==> src/rtl/alu_pkg.sv <==
// Shared ALU opcodes and the encode-sequencer state type.
package alu_pkg;

    localparam logic [3:0] OP_ADD   = 4'h0;
    localparam logic [3:0] OP_SUB   = 4'h1;
    localparam logic [3:0] OP_AND   = 4'h2;
    localparam logic [3:0] OP_OR    = 4'h3;
    localparam logic [3:0] OP_XOR   = 4'h4;
    localparam logic [3:0] OP_NOT   = 4'h5;
    localparam logic [3:0] OP_SHL   = 4'h6;
    localparam logic [3:0] OP_SHR   = 4'h7;
    localparam logic [3:0] OP_P0    = 4'h8;
    localparam logic [3:0] OP_P1    = 4'h9;
    localparam logic [3:0] OP_P2    = 4'hA;
    localparam logic [3:0] OP_P4    = 4'hB;
    localparam logic [3:0] OP_P8    = 4'hC;
    localparam logic [3:0] OP_PKL   = 4'hD;
    localparam logic [3:0] OP_PKH   = 4'hE;
    localparam logic [3:0] OP_UNPKL = 4'hF;

    typedef enum logic [3:0] {
        ST_IDLE,
        ST_PKL,
        ST_PKH,
        ST_P1,
        ST_P2,
        ST_P4,
        ST_P8,
        ST_P0,
        ST_DONE
    } enc_state_t;

endpackage

==> src/rtl/hamming_enc_seq.sv <==
// Drives the ALU through the (16,11) SECDED encode program, one op per cycle,
// accumulating the codeword in two working bytes.
module hamming_enc_seq
    import alu_pkg::*;
(
    input  logic        Clk,
    input  logic        Reset_n,
    input  logic        start,
    input  logic [10:0] data_in,
    output logic        busy,
    output logic        done,
    output logic [7:0]  enc_lsw,
    output logic [7:0]  enc_msw,
    output logic [3:0]  alu_op,
    output logic [7:0]  alu_a,
    output logic [7:0]  alu_b,
    input  logic [7:0]  alu_rslt
);

    enc_state_t state, state_nxt;
    logic [7:0] dl, dh;
    logic [7:0] lsw, msw;

    // State register and working-byte capture of the ALU result.
    always_ff @(posedge Clk) begin
        if (!Reset_n) begin
            state <= ST_IDLE;
            dl    <= '0;
            dh    <= '0;
            lsw   <= '0;
            msw   <= '0;
        end else begin
            state <= state_nxt;
            case (state)
                ST_IDLE: begin
                    if (start) begin
                        dl  <= data_in[7:0];
                        dh  <= {5'b0, data_in[10:8]};
                        lsw <= '0;
                        msw <= '0;
                    end
                end
                ST_PKL: lsw <= alu_rslt;
                ST_PKH: msw <= alu_rslt;
                ST_P1,
                ST_P2,
                ST_P4:  lsw <= lsw | alu_rslt;
                ST_P8:  msw <= msw | alu_rslt;
                ST_P0:  lsw <= lsw | {7'b0, alu_rslt[0]};
                default: ;
            endcase
        end
    end

    // Next state and ALU command/operands per step; overall parity runs last.
    always_comb begin
        state_nxt = state;
        alu_op    = OP_ADD;
        alu_a     = '0;
        alu_b     = '0;
        case (state)
            ST_IDLE: if (start) state_nxt = ST_PKL;
            ST_PKL: begin
                alu_op = OP_PKL; alu_a = dl;
                state_nxt = ST_PKH;
            end
            ST_PKH: begin
                alu_op = OP_PKH; alu_a = dl; alu_b = dh;
                state_nxt = ST_P1;
            end
            ST_P1: begin
                alu_op = OP_P1; alu_a = dl; alu_b = dh;
                state_nxt = ST_P2;
            end
            ST_P2: begin
                alu_op = OP_P2; alu_a = dl; alu_b = dh;
                state_nxt = ST_P4;
            end
            ST_P4: begin
                alu_op = OP_P4; alu_a = dl; alu_b = dh;
                state_nxt = ST_P8;
            end
            ST_P8: begin
                alu_op = OP_P8; alu_a = dl; alu_b = dh;
                state_nxt = ST_P0;
            end
            ST_P0: begin
                alu_op = OP_P0; alu_a = lsw; alu_b = msw;
                state_nxt = ST_DONE;
            end
            ST_DONE: state_nxt = ST_IDLE;
            default: state_nxt = ST_IDLE;
        endcase
    end

    // Status and result outputs.
    always_comb begin
        busy    = (state != ST_IDLE);
        done    = (state == ST_DONE);
        enc_lsw = lsw;
        enc_msw = msw;
    end

endmodule
==> config.mk <==
export PLATFORM = sky130hd
export DESIGN_NAME = hamming_enc_seq
export DESIGN_NICKNAME = d
export VERILOG_FILES = /design/src/rtl/alu_pkg.sv /design/src/rtl/hamming_enc_seq.sv
export SDC_FILE = /design/constraint.sdc
export NUM_CORES = 1
export LEC_CHECK = 0
export BUFFER_PORTS_ARGS = -buffer_cell sky130_fd_sc_hd__buf_2
export CAP_MARGIN = 15
export CORE_MARGIN = 4
export CORE_UTILIZATION = 32
export DETAILED_ROUTE_END_ITERATION = 16
export GPL_TIMING_DRIVEN = 0
export PLACE_DENSITY = 0.66
export SETUP_SLACK_MARGIN = 0.3
export SYNTH_ARGS = -nofsm -noshare
export SYNTH_HDL_FRONTEND = slang
export SYNTH_SLANG_ARGS = --single-unit
==> constraint.sdc <==
create_clock -name Clk -period 2.1 [get_ports Clk]
set_clock_uncertainty 0.05 [all_clocks]
set_input_delay 0.315 -clock Clk [delete_from_list [all_inputs] [get_ports Clk]]
set_output_delay 0.315 -clock Clk [all_outputs]
set_load 0.01 [all_outputs]
==> results.toml <==
[grt]
antenna_found_initial = 0
grt_max_degree = 12
grt_usage_pct = 15.5
grt_pass1_wl_mm = 7.31
grt_pass1_vias = 1460
grt_overflow = 0

[setup_path]
critPathMaxFanout = 9
r2r_start = "state[3]$_SDFFE_PN0P_"
rr_worst_depth = 5
required_ns = 1.74
arrival_ns = 1.55
reg2reg_to = "state[0]$_SDFFE_PN0P_"
setup.worst_path.start_class = "flip-flop"
worst-setup-path-type = "flip-flop to output pin"
end_kind = "output pin"
rrSetupSlack_ns = 0.38
startpoint = "state[0]$_SDFFE_PN0P_"

[final_layout]
stdcell_count = 290
multiInputGateArea_sq_um = 850
fin_util_pct = 50.2
final_cell_mix = "56 x buf_2, 28 x dfxtp_1, 27 x nand2_1"
syn_to_final_growth_pct = 49.2
antennaDiodeCount = 0
final_common_cell = "buf_2"
final_cell_area_sq_um = 2230
drive_above_1_share_pct = 46.2
nets = 259
regArea_sq_um = 624
fillCellCount = 415

[clock_tree]
cts_tree = "yes"
cts.sinks = 31
root_buffer = "clkbuf_8"
hold_buffers = 0
clock_path_buffers = 2
path_clk_slew_ns = 0.07
htreeDepth = 2
clk_latency_ns = 0.28
cts_buffers = 5

[yosys]
syn-num-nets = 183
syn_avg_cell_area_sq_um = 9.29
ys_seq_area_share_pct = 41.5
synth_seq_cells = 31
synth.cell_area_sq_um = 1500
synthCells = 161
yosysWarnings = 0
synth.distinct_cells = 33

[timing]
fmax_ghz = 0.523
final-hold-violation-count = 0
slew_viol_final = 0
slew_headroom_pct = 62.1
worstMarginPinSlew_ns = 0.567
rsz0062_at_grt = "true"
setup_tns_ns = 0
fin_crit_sh_pct = 91.1
fin_crit_ns = 1.91
hold_slack_ns = 0.229
worst_slack_ns = 0.187
finalSetupViolCount = 0

[routing]
drc = 0
drtIter0Drc = 122
drt_wl_total_mm = 4.81
ant_nets = 0
vias_per_cell = 5.29
detail_route.wl_per_cell_microns = 16.6
first_pass_iters = 4
vias = 1534

[place]
dp_hpwl_mm = 3.11
gp_congestion = 0.766
pre_cts_slack_ns = 0.126
port_buffers = 58
place_area_sq_um = 1850
dp_cells = 271

[floorplanning]
pin_count = 60
initial_core_util_pct = 33.6
row_count = 24
core-area_sq_um = 4440
dieArea_sq_um = 5830
die_y_microns = 76.4
die_w_microns = 76.4

[worst_hold_path]
min_path_type = "input port to flip-flop"
worstHoldStart = "data_in[9]"
hold_end = "dh[1]$_SDFFE_PN0P_"
whs_path_depth = 3

[job]
cap_violations = 0

[power]
p_sw_uw = 485
p_clk_share_pct = 34.6
swShare_pct = 28.8
p_comb_share_pct = 25.5
finalPower_mw = 1.68
powerDensity_nw_per_um2 = 754
p_int_mw = 1.20
leakage_nw = 1.04
vdd_drop_max_mv = 0.384
p_seq_share_pct = 39.9

[outcome]
status = "finished clean"
## flip-flops by register name, indices dropped and copies added (netlist names)
signal,count
dl,8
dh,3
state,4
enc_lsw,8
enc_msw,8
## logic make-up (layout without fill, tap and decap cells)
logic type                count (synthesis)  in the layout  share of synthesized area, %
DFF                                      31             31                          41.5
muxes                                    12             12                          8.03
AOI/OAI and AO/OA                        36             36                          20.8
xor gates and xnor gates                  1              1                         0.586
buffers and inverters                    18             95                          6.36
and+or+nand+nor                          63             63                          22.7
## cell type report
cell class              instances  share of cell area (%)
clock buffers                   5                    3.08
plain buffers                  15                    6.56
well taps                      52                    2.92
flip-flops and latches         31                    28.0
inverters                       3                   0.505
repair buffers                 69                    18.9
multi-input cells             112                    38.1
clock inverters                 3                    1.96
## critical path, stage by stage, from the launching register on
cell and delay (ns):
dfxtp_2 0.34, buf_8 0.13, nor3_4 0.21, nor3_4 0.07, buf_12 0.14, a22o_1 0.23, buf_2 0.14
## worst max-delay path by stage
| stage | endpoint | slack (ns) | depth (start not counted) |
|---|---|---|---|
| 2_1_floorplan | alu_a[0] | 0.50 | 4 |
| 3_3_place_gp | alu_a[1] | 0.16 | 5 |
| 3_5_place_dp | alu_a[1] | 0.13 | 5 |
| 4_1_cts | alu_a[1] | 0.18 | 6 |
| 5_1_grt | alu_a[7] | 0.15 | 6 |
| 6_report | alu_a[1] | 0.19 | 6 |
## synth_stat cells (all sizes together)
master	instances	area share [%]
mux2i	12	8.0
nor4b	2	1.2
clkbuf	10	2.5
nor2b	2	0.84
or3	1	0.42
nand2	27	6.8
a31oi	3	1.3
buf	5	3.1
dfxtp	31	42
nor2	8	3.1
a21boi	1	0.50
and3	1	0.42
nand2b	6	2.5
and2	5	2.1
and4b	1	0.67
o21ai	1	0.33
xor2	1	0.59
a32o	15	10
nand4	3	1.3
o221a	1	0.75
or4	1	0.75
o21a	1	0.50
o21ba	1	0.67
o41a	1	0.75
nor3	4	1.7
a22o	8	4.7
inv	3	0.75
nand3b	2	1.0
a21oi	4	1.3
## metal layers
layer / vias up / wire, microns / part of all wire [%] / global-route usage [%]
met3: 4 / 332 / 6.9 / 3.66
met5: - / 0 / 0 / 0
met4: 0 / 51 / 1.1 / 4.89
met1: 735 / 2010 / 42 / 18.9
met2: 53 / 2420 / 50 / 26.8
li1: 742 / - / - / -
## power by group through the flow
| stage | clock network [mW] | registers, mW | logic [mW] |
|---|---|---|---|
| floorplan | 0 | 0.679 | 0.217 |
| global placement | 0 | 0.678 | 0.335 |
| detailed placement | 0 | 0.679 | 0.339 |
| CTS | 0.588 | 0.668 | 0.396 |
| global route | 0.607 | 0.676 | 0.460 |
| finish | 0.583 | 0.671 | 0.429 |
## timing repair
item / CTS / global route
setup endpoints to repair: 22 / 21
pin swaps: 4 / 9
buffers inserted: 6 / 3
hold endpoints to repair: 0 / 0
gates resized for setup: 30 / 21
gates cloned: 1 / 1
(Power assumes the default switching activity.)
